===== config.mk =====
export PLATFORM = sky130hd
export DESIGN_NAME = fsm_step_sequencer_flat
export DESIGN_NICKNAME = d
export VERILOG_FILES = /design/src/rtl/fsm_step_sequencer_if.sv /design/src/rtl/fsm_step_sequencer.sv /design/src/flat_wrapper.sv
export SDC_FILE = /design/constraint.sdc
export NUM_CORES = 1
export LEC_CHECK = 0
export ABC_AREA = 1
export CAP_MARGIN = 20
export CORE_MARGIN = 1
export CORE_UTILIZATION = 35
export DETAILED_ROUTE_END_ITERATION = 8
export GPL_ROUTABILITY_DRIVEN = 0
export PLACE_DENSITY_LB_ADDON = 0.3
export SLEW_MARGIN = 10
export SYNTH_ARGS = -nofsm -noshare
export SYNTH_HDL_FRONTEND = slang
export SYNTH_SLANG_ARGS = --single-unit

===== constraint.sdc =====
create_clock -name clk -period 6.7 [get_ports clk]
set_input_delay 1.34 -clock clk [delete_from_list [all_inputs] [get_ports clk]]
set_output_delay 1.34 -clock clk [all_outputs]
set_load 0.02 [all_outputs]

===== src/rtl/fsm_step_sequencer_if.sv =====
// Host and target-side signal bundle for fsm_step_sequencer.
// slave = sequencer view; master = host/bench view (also supplies the target's state/out).
interface fsm_step_sequencer_if #(
    parameter int DEPTH = 16,
    parameter int SW_W  = 2,
    parameter int ST_W  = 3
) ();
    localparam int AW = $clog2(DEPTH);
    localparam int E  = 1 + ST_W + SW_W;

    logic              prog_we;
    logic [AW-1:0]     prog_addr;
    logic [E-1:0]      prog_data;
    logic [AW:0]       num_steps;
    logic [ST_W-1:0]   init_state;
    logic              start;
    logic              busy;
    logic              done;
    logic              pass;
    logic [AW:0]       mismatch_cnt;
    logic              first_fail_valid;
    logic [AW-1:0]     first_fail_idx;
    logic              dut_reset;
    logic [ST_W-1:0]   dut_state_in;
    logic [SW_W-1:0]   dut_sw;
    logic              dut_ctrl;
    logic [ST_W-1:0]   dut_state;
    logic              dut_out;

    modport slave (
        input  prog_we, prog_addr, prog_data, num_steps, init_state, start,
        input  dut_state, dut_out,
        output busy, done, pass, mismatch_cnt, first_fail_valid, first_fail_idx,
        output dut_reset, dut_state_in, dut_sw, dut_ctrl
    );

    modport master (
        output prog_we, prog_addr, prog_data, num_steps, init_state, start,
        output dut_state, dut_out,
        input  busy, done, pass, mismatch_cnt, first_fail_valid, first_fail_idx,
        input  dut_reset, dut_state_in, dut_sw, dut_ctrl
    );
endinterface


===== src/rtl/fsm_step_sequencer.sv =====
// Loads a target FSM via its reset, steps it from a programmed table and checks state/out.
// Optional macro SEQ_STOP_ON_MISMATCH_EN: end the run at the first mismatching step.
module fsm_step_sequencer #(
    parameter int DEPTH  = 16,
    parameter int SW_W   = 2,
    parameter int ST_W   = 3,
    parameter int SETTLE = 1
) (
    input  logic                  clk,
    input  logic                  reset,
    fsm_step_sequencer_if.slave   bus
);
    localparam int AW = $clog2(DEPTH);
    localparam int E  = 1 + ST_W + SW_W;
    localparam logic [AW:0] DEPTH_CNT = (AW+1)'(DEPTH);
    localparam logic [AW:0] ONE_CNT   = (AW+1)'(1);
    localparam logic [3:0]  SETTLE_M1 = 4'(SETTLE - 1);

    typedef enum logic [2:0] {
        S_IDLE,
        S_LOAD,
        S_GAP,
        S_DRIVE,
        S_WAIT,
        S_CHECK,
        S_FIN
    } state_t;

    state_t            r_state;
    state_t            w_state_next;
    logic [AW-1:0]     r_idx;
    logic [AW-1:0]     w_idx_next;
    logic [3:0]        r_wait;
    logic [AW:0]       r_num;
    logic [ST_W-1:0]   r_init;
    logic              r_busy;
    logic              r_done;
    logic              r_pass;
    logic [AW:0]       r_cnt;
    logic [AW:0]       w_cnt_next;
    logic              r_ffv;
    logic [AW-1:0]     r_ffi;
    logic              r_dut_reset;
    logic              r_dut_ctrl;
    logic              r_in_step;
    logic              w_start_acc;
    logic              w_mismatch;
    logic              w_stop;
    logic              w_last;

    logic [E-1:0]      r_mem [DEPTH];
    logic [E-1:0]      r_entry;

    logic              w_exp_out;
    logic [ST_W-1:0]   w_exp_state;
    logic [SW_W-1:0]   w_entry_sw;

    assign w_exp_out   = r_entry[E-1];
    assign w_exp_state = r_entry[SW_W +: ST_W];
    assign w_entry_sw  = r_entry[SW_W-1:0];

    // Table has no reset so its contents survive an aborted run.
    always_ff @(posedge clk) begin
        if (r_state == S_IDLE && bus.prog_we) begin
            r_mem[bus.prog_addr] <= bus.prog_data;
        end
        r_entry <= r_mem[w_idx_next];
    end

    assign w_mismatch = (r_state == S_CHECK) &&
                        ((bus.dut_state != w_exp_state) || (bus.dut_out != w_exp_out));
    assign w_last     = (({1'b0, r_idx} + ONE_CNT) >= r_num);

`ifdef SEQ_STOP_ON_MISMATCH_EN
    assign w_stop = w_mismatch;
`else
    assign w_stop = 1'b0;
`endif

    always_comb begin
        w_state_next = r_state;
        w_idx_next   = r_idx;
        w_start_acc  = 1'b0;
        case (r_state)
            S_IDLE: begin
                if (bus.start) begin
                    w_start_acc  = 1'b1;
                    w_idx_next   = '0;
                    w_state_next = (bus.num_steps == '0) ? S_FIN : S_LOAD;
                end
            end
            S_LOAD:  w_state_next = S_GAP;
            S_GAP:   w_state_next = S_DRIVE;
            S_DRIVE: w_state_next = (SETTLE == 0) ? S_CHECK : S_WAIT;
            S_WAIT: begin
                if (r_wait == SETTLE_M1) begin
                    w_state_next = S_CHECK;
                end
            end
            S_CHECK: begin
                if (w_stop || w_last) begin
                    w_state_next = S_FIN;
                end else begin
                    w_state_next = S_DRIVE;
                    w_idx_next   = r_idx + 1'b1;
                end
            end
            S_FIN:   w_state_next = S_IDLE;
            default: w_state_next = S_IDLE;
        endcase
    end

    always_comb begin
        w_cnt_next = r_cnt;
        if (w_start_acc) begin
            w_cnt_next = '0;
        end else if (w_mismatch && (r_cnt != DEPTH_CNT)) begin
            w_cnt_next = r_cnt + ONE_CNT;
        end
    end

    // Outputs are registered from the next state so the target sees glitch-free reset/ctrl.
    always_ff @(posedge clk or posedge reset) begin
        if (reset) begin
            r_state     <= S_IDLE;
            r_idx       <= '0;
            r_wait      <= '0;
            r_num       <= '0;
            r_init      <= '0;
            r_busy      <= 1'b0;
            r_done      <= 1'b0;
            r_pass      <= 1'b0;
            r_cnt       <= '0;
            r_ffv       <= 1'b0;
            r_ffi       <= '0;
            r_dut_reset <= 1'b1;
            r_dut_ctrl  <= 1'b0;
            r_in_step   <= 1'b0;
        end else begin
            r_state     <= w_state_next;
            r_idx       <= w_idx_next;
            r_wait      <= (r_state == S_WAIT && w_state_next == S_WAIT) ? r_wait + 4'd1 : 4'd0;
            r_busy      <= (w_state_next != S_IDLE) && (w_state_next != S_FIN);
            r_done      <= (w_state_next == S_FIN);
            r_dut_reset <= (w_state_next == S_LOAD);
            r_dut_ctrl  <= (w_state_next == S_DRIVE);
            r_in_step   <= (w_state_next == S_DRIVE) || (w_state_next == S_WAIT) ||
                           (w_state_next == S_CHECK);
            r_cnt       <= w_cnt_next;

            if (w_start_acc) begin
                r_num  <= bus.num_steps;
                r_init <= bus.init_state;
                r_ffv  <= 1'b0;
                r_ffi  <= '0;
                r_pass <= 1'b0;
            end
            if (w_mismatch && !r_ffv) begin
                r_ffv <= 1'b1;
                r_ffi <= r_idx;
            end
            if (w_state_next == S_FIN && r_state != S_FIN) begin
                r_pass <= (w_cnt_next == '0);
            end
        end
    end

    assign bus.busy             = r_busy;
    assign bus.done             = r_done;
    assign bus.pass             = r_pass;
    assign bus.mismatch_cnt     = r_cnt;
    assign bus.first_fail_valid = r_ffv;
    assign bus.first_fail_idx   = r_ffi;
    assign bus.dut_reset        = r_dut_reset;
    assign bus.dut_state_in     = r_init;
    assign bus.dut_sw           = r_in_step ? w_entry_sw : '0;
    assign bus.dut_ctrl         = r_dut_ctrl;
endmodule


===== src/flat_wrapper.sv =====
// flat-port wrapper written by rule: the top's interface ports become plain ports
module fsm_step_sequencer_flat 
#(
    parameter int DEPTH  = 16,
    parameter int SW_W   = 2,
    parameter int ST_W   = 3,
    parameter int SETTLE = 1
)
  (clk, reset, bus_prog_we, bus_prog_addr, bus_prog_data, bus_num_steps, bus_init_state, bus_start, bus_dut_state, bus_dut_out, bus_busy, bus_done, bus_pass, bus_mismatch_cnt, bus_first_fail_valid, bus_first_fail_idx, bus_dut_reset, bus_dut_state_in, bus_dut_sw, bus_dut_ctrl);
  fsm_step_sequencer_if #(.DEPTH(DEPTH), .SW_W(SW_W), .ST_W(ST_W)) bus_i ();
  input  logic clk;
  input  logic reset;
  input wire logic [$bits(bus_i.prog_we)-1:0] bus_prog_we;
  input wire logic [$bits(bus_i.prog_addr)-1:0] bus_prog_addr;
  input wire logic [$bits(bus_i.prog_data)-1:0] bus_prog_data;
  input wire logic [$bits(bus_i.num_steps)-1:0] bus_num_steps;
  input wire logic [$bits(bus_i.init_state)-1:0] bus_init_state;
  input wire logic [$bits(bus_i.start)-1:0] bus_start;
  input wire logic [$bits(bus_i.dut_state)-1:0] bus_dut_state;
  input wire logic [$bits(bus_i.dut_out)-1:0] bus_dut_out;
  output wire logic [$bits(bus_i.busy)-1:0] bus_busy;
  output wire logic [$bits(bus_i.done)-1:0] bus_done;
  output wire logic [$bits(bus_i.pass)-1:0] bus_pass;
  output wire logic [$bits(bus_i.mismatch_cnt)-1:0] bus_mismatch_cnt;
  output wire logic [$bits(bus_i.first_fail_valid)-1:0] bus_first_fail_valid;
  output wire logic [$bits(bus_i.first_fail_idx)-1:0] bus_first_fail_idx;
  output wire logic [$bits(bus_i.dut_reset)-1:0] bus_dut_reset;
  output wire logic [$bits(bus_i.dut_state_in)-1:0] bus_dut_state_in;
  output wire logic [$bits(bus_i.dut_sw)-1:0] bus_dut_sw;
  output wire logic [$bits(bus_i.dut_ctrl)-1:0] bus_dut_ctrl;
  assign bus_i.prog_we = bus_prog_we;
  assign bus_i.prog_addr = bus_prog_addr;
  assign bus_i.prog_data = bus_prog_data;
  assign bus_i.num_steps = bus_num_steps;
  assign bus_i.init_state = bus_init_state;
  assign bus_i.start = bus_start;
  assign bus_i.dut_state = bus_dut_state;
  assign bus_i.dut_out = bus_dut_out;
  assign bus_busy = bus_i.busy;
  assign bus_done = bus_i.done;
  assign bus_pass = bus_i.pass;
  assign bus_mismatch_cnt = bus_i.mismatch_cnt;
  assign bus_first_fail_valid = bus_i.first_fail_valid;
  assign bus_first_fail_idx = bus_i.first_fail_idx;
  assign bus_dut_reset = bus_i.dut_reset;
  assign bus_dut_state_in = bus_i.dut_state_in;
  assign bus_dut_sw = bus_i.dut_sw;
  assign bus_dut_ctrl = bus_i.dut_ctrl;
  fsm_step_sequencer #(.DEPTH(DEPTH), .SW_W(SW_W), .ST_W(ST_W), .SETTLE(SETTLE)) u_core (.clk(clk), .reset(reset), .bus(bus_i));
endmodule

==> qor.yml, run 1 <==
status: "completed"
grt.total_usage_pct: 16.7
finalSetupViolCount: 0
cp-end-kind: "flop"
ys.flop_type: "edfxtp_1"
ios: 46
synth_fp_nets: 673
period_needed_ps: 3560
ant_nets: 0
syn-cell-area_mm2: 0.00639
crit_required_ps: 7010
holdCritPathClass: "flop to flop"
grt_pass1_vias: 4448
cts_resized: 0
clock_latency_ps: 420
hpwlAfterDp_um: 9810
antenna_found_initial: 0
clk_pin_slew_worst_paths_ps: 60
wl_per_cell_um: 15.6
gr-total-overflow: 0
grt_start_max_net_pins: 44
worstMarginPinSlew_ps: 800
drc: 0
drive_above_1_share_pct: 8.91
rsz0062_at_grt: "false"
fin_nets: 719
syn_avg_cell_area_um2: 10.0
ys_seq_area_share_pct: 60.7
post_drt_via_cell_ratio: 4.86
arrival_ps: 3880
synthCells: 637
post-place-ws_ps: 2700
firstDrtPassIters: 5
routed_wl_um: 14400
cts_buffers: 17
crit_path_start_kind: "input port"
clockPowerShare_pct: 31.5
syn_to_final_growth_pct: 19.2
p_leak_uw: 0.00331
hold_start: "u_core.bus.dut_state_in[0]"
period_share_pct: 53.2
startpoint: "bus_start"
cts_tree: "yes"
maxCapViolations: 0
maxSlewViolCount: 0
mostFrequentLayoutCell: "nand3_1"
cts_hold_repair.buffers: 0
setup_ws_ps: 3140
antenna_cells: 0
die_h_um: 137
h-tree-depth: 4
yosys_warnings: 0
seqPwrFrac_pct: 37.1
worst-path-max-fanout: 43
cts.sinks: 137
synth-edff-count: 96
grt_use_met2_pct: 26.8
portBuffers: 45
powerDensity_mw_per_mm2: 378
num_rows: 49
dieArea_mm2: 0.0188
path_class: "input port to flop"
synth_seq_cells: 137
layout_common_cells: "125 x nand3_1, 122 x inv_1, 108 x nand2_1"
first_iter_violations: 289
chipWidth_um: 137
peakVddDrop_v: 0.000221
num_vias: 4491
yosysUniqueCellTypes: 38
grt_first_pass_wirelength_um: 22700
pwr-share-comb_pct: 31.4
setup_tns_ps: 0
finClkSkew_ps: 7.96
power.internal_uw: 1870
grtUsageMet1_pct: 21.5
p_sw_share_pct: 35.1
gr-max-usage-layer: "met2"
root_buffer: "clkbuf_16"
max_freq_mhz: 281
post_cts_buffers: 0
core_area_mm2: 0.0179
initial_core_util_pct: 35.7
async_flop_share_pct: 25.5
reg2reg_from: "u_core.r_idx[0]"
hold_violations: 0
clockBufferDepth: 2
switchingPower_uw: 1010
slew_headroom_pct: 46.5
use_met3_pct: 4.59
[registers in the layout, indices dropped and copies added, names as in the netlist, 4 cells and up]
| name | cells |
|---|---|
| u_core.r_num | 5 |
| u_core.bus.first_fail_idx | 4 |
| u_core.r_entry | 6 |
| u_core.r_wait | 4 |
| u_core.r_mem | 96 |
| u_core.r_idx | 4 |
| u_core.bus.mismatch_cnt | 5 |
[cells in the mapped netlist (3+ instances only)]
cell type	number	area [um^2]
xnor2_1	8	70.1
nand3_1	125	626
xor2_1	3	26.3
nand2_2	3	18.8
nand3_2	12	120
inv_1	122	458
buf_2	12	60.1
nand3b_1	18	135
dfxtp_1	6	120
edfxtp_1	96	2880
ha_1	10	125
buf_6	3	33.8
nand2_1	108	405
nor2_1	32	120
clkbuf_1	3	11.3
o21ai_0	13	65.1
nand4_1	5	31.3
dfrtp_1	34	851
[metal layers]
metal / vias to the layer above / routed length [um]
met1: 2122 / 6400
met2: 156 / 6820
li1: 2186 / -
met4: 0 / 274
met5: - / 0
met3: 27 / 929
[worst max-delay path, stage by stage]
cell and delay (ps):
clkdlybuf4s50_1 430, nand2_2 420, nand3_4 490, nand2_4 550
nand2_1 140, nand3_1 100, nand3_1 120, nand3_1 190
nand2_1 70
[stage by stage]
step | total power [uW] | cells | utilization, % | hold slack (ps) | area (um^2)
after floorplan | 1740 | 637 | - | 452 | 6390
after global placement | 1960 | 892 | 39.2 | 462 | 7010
after detailed placement | 1980 | 892 | 39.2 | 471 | 7010
after CTS | 2900 | 924 | 42.4 | 485 | 7590
after global routing | 3050 | 925 | 42.5 | 505 | 7620
final | 2880 | 925 | 42.5 | 477 | 7620
[cell type report]
cell class	count	area (um^2)
well taps	229	287
clock inverters	13	145
flip-flops and latches	137	3880
clock buffers	19	433
multi-input cells	354	1910
repair buffers	47	485
fillers	1724	10300
inverters	126	477
[logic make-up (layout without fill, tap and decap cells)]
logic type	Yosys count	in the layout	share of synthesized area (%)
simple gates	315	315	24.8
compound gates	18	18	1.61
fa+ha+maj	10	10	1.96
flops	137	137	60.7
xor+xnor	11	11	1.51
buf+inv	146	205	9.40
[power by group through the flow]
stage	Clock, uW	Combinational (uW)	Sequential (uW)
after floorplan	0	632	1110
after global placement	0	880	1080
after detailed placement	0	897	1090
after CTS	926	902	1070
after global routing	961	1010	1080
final	907	904	1070
[path summary, 6_finish.rpt]
path,endpoint,slack [ps],cells after the start
max in group asynchronous,u_core.bus.dut_reset,5020,3
hold reg to reg,u_core.bus.dut_state_in[0],480,2
setup / recovery,u_core.r_entry[5],3140,9
hold / removal,u_core.bus.dut_state_in[0],480,2
min in group asynchronous,u_core.bus.pass,1330,3
setup reg to reg,u_core.r_entry[5],3350,14
Note: power is estimated with default switching activity, not from simulation.
==> run 2, diff against run 1 <==
Clock period 6.7 ns to 3.1 ns, I/O delays scaled along.
==> run 2 against run 1 <==
Effect of this change:
- final cell count up 0.86%
- cell area rose by 0.64%
- critical path depth grew 5
- register-to-register slack lost 3100 ps
- core utilization rose by 0.27 points
- routed wire length up 2.5%
- clock skew up 1.0 ps
- count of clock-buffer cells in the layout fell by 1
- sequential power grew 120%
- critical path type is now flop to flop
==> qor.yml, run 2 (synthesized netlist as in run 1, its figures left out) <==
grt_use_met2_pct: 28.2  # was 26.8%
p_leak_uw: 0.00334  # was 0.00331 uW
maxSlewViolCount: 0  # unchanged
setup_tns_ps: 0  # unchanged
fin_area_mm2: 0.00767  # was 0.00762 mm^2
finalSetupViolCount: 0  # unchanged
post_drt_via_cell_ratio: 4.83  # was 4.86
initial_core_util_pct: 35.7  # unchanged
arrival_ps: 3190  # was 3880 ps
num_rows: 49  # unchanged
slew_headroom_pct: 41.9  # was 46.5%
dpl_cell_area_mm2: 0.00709  # was 0.00701 mm^2
cts_buffers: 17  # unchanged
grtUsageMet1_pct: 21.5  # about the same
cts.sinks: 137  # unchanged
cts_hold_repair.buffers: 0  # unchanged
routed_wl_um: 14800  # was 14400 um
powerDensity_mw_per_mm2: 812  # was 378 mW/mm^2
clockBufferDepth: 2  # unchanged
wl_per_cell_um: 15.8  # was 15.6 um
first_iter_violations: 265  # was 289
status: "completed"  # unchanged
die_h_um: 137  # unchanged
fillers: 1724  # unchanged
root_buffer: "clkbuf_16"  # unchanged
peakVddDrop_v: 0.000545  # was 0.000221 V
setup_ws_ps: 219  # was 3140 ps
dieArea_mm2: 0.0188  # unchanged
holdCritPathClass: "flop to flop"  # unchanged
largest_reg_flops: 96  # unchanged
chipWidth_um: 137  # unchanged
rsz0062_at_grt: "false"  # unchanged
grt.total_usage_pct: 17.1  # was 16.7%
post-place-ws_ps: 114  # was 2700 ps
drive_above_1_share_pct: 9.94  # was 8.91%
cts_tree: "yes"  # unchanged
core_area_mm2: 0.0179  # unchanged
ant_nets: 0  # unchanged
fin_nets: 729  # was 719
max_freq_mhz: 347
path_class: "flop to flop"  # was input port to flop
post_cts_buffers: 0  # unchanged
portBuffers: 45  # unchanged
largest-register: "u_core.r_mem"  # unchanged
critPathMaxStageDelay_ps: 460  # was 550 ps
top_regs: "u_core.r_mem x96, u_core.r_entry x6"  # unchanged
cpMaxStageDelayCell: "dfrtp_1"  # was nand2_4
firstDrtPassIters: 4  # was 5
cts_resized: 0  # unchanged
grt_first_pass_wirelength_um: 23600  # was 22700 um
antenna_cells: 0  # unchanged
grt_pass1_vias: 4667  # was 4448
syn_to_final_growth_pct: 19.9  # was 19.2%
num_vias: 4508  # was 4491
maxCapViolations: 0  # unchanged
drc: 0  # unchanged
hold_violations: 0  # unchanged
cp-end-kind: "flop"  # unchanged
antenna_found_initial: 0  # unchanged
grt_start_max_net_pins: 44  # unchanged
total_power_uw: 6230  # was 2880 uW
mostFrequentLayoutCell: "nand3_1"  # unchanged
worst-path-max-fanout: 43  # unchanged
clk_pin_slew_worst_paths_ps: 50  # was 60 ps
use_met3_pct: 4.37  # was 4.59%
h-tree-depth: 4  # unchanged
layout_common_cells: "125 x nand3_1, 122 x inv_1, 108 x nand2_1"  # unchanged
ios: 46  # unchanged
period_needed_ps: 2880
gr-total-overflow: 0  # unchanged
crit_required_ps: 3410  # was 7010 ps
worstPathCellList: "ha_1 > xor2_1 > ha_1 > nand2_1 > nor2_1 > nand2_1 > nand4_4 > nand3_4 > nand2_8 > nand2_1 > nand3_1 > nand3_1 > nand3_1 > nand2_1"  # was clkdlybuf4s50_1 > nand2_2 > nand3_4 > nand2_4 > nand2_1 > nand3_1 > nand3_1 > nand3_1 > nand2_1
worst_path_most_repeated_cell: "nand2_1"  # was nand3_1
rrSetupSlack_ps: 220  # was 3350 ps
clock_latency_ps: 430  # was 420 ps
hpwlAfterDp_um: 10300  # was 9810 um
gr-max-usage-layer: "met2"  # unchanged
crit_path_start_kind: "flop"  # was input port
period_share_pct: 92.9
finClkSkew_ps: 8.99  # was 7.96 ps
worstMarginPinSlew_ps: 868  # was 800 ps
## run 2: cell count changes in the layout (fill, tap and decap cells not counted), sizes merged
cell | before | now
buf | 2 | 12
clkbuf | 19 | 18
clkinvlp | 3 | 4
inv | 127 | 125
## run 2: through the flow
step           utilization, %  std cells  hold WS [ps]
6_report                 42.8        933           490
5_1_grt                  42.8        933           516
4_1_cts                  42.8        933           495
3_5_place_dp             39.6        903           480
3_3_place_gp             39.6        903           463
2_1_floorplan               -        637           452
## run 2: area by class of cell
cell class                 count  area [um^2]  share of cell area (%)
clock inverter                12          130                    1.70
inverter                     126          477                    6.22
sequential                   137         3880                    50.6
multi-input combinational    354         1920                    25.0
tap                          229          287                    3.74
clock buffer                  18          429                    5.60
timing repair buffer          57          544                    7.10
## run 2: report_power, final
group | switching (uW) | internal, uW | leakage [uW]
registers | 139 | 2180 | 0.00137
clock network | 745 | 1170 | 0.000261
logic | 1290 | 703 | 0.00170
## run 2: path summary, 6_finish.rpt
| path | from | endpoint | cells after the start |
|---|---|---|---|
| max in group asynchronous | reset | u_core.bus.dut_reset | 3 |
| hold / removal | u_core.bus.dut_state_in[1] | u_core.bus.dut_state_in[1] | 2 |
| hold reg to reg | u_core.bus.dut_state_in[1] | u_core.bus.dut_state_in[1] | 2 |
| min in group asynchronous | reset | u_core.bus.done | 2 |
| setup / recovery | u_core.r_idx[0] | u_core.r_entry[2] | 14 |
| setup reg to reg | u_core.r_idx[0] | u_core.r_entry[2] | 14 |
## run 2: worst max-delay path, delay by kind of cell, from the launching register on
family / cells / cell delay [ps]
fa+ha+maj: 2 / 570
xor+xnor: 1 / 180
simple gates: 11 / 1520
flops: 1 / 460
## run 2: layer usage
| layer | routed length [um] | share of wire, % | vias to the layer above |
|---|---|---|---|
| li1 | - | - | 2201 |
| met1 | 6670 | 45 | 2161 |
| met2 | 7030 | 48 | 126 |
| met3 | 820 | 5.5 | 20 |
| met4 | 272 | 1.8 | 0 |
| met5 | 0 | 0 | - |
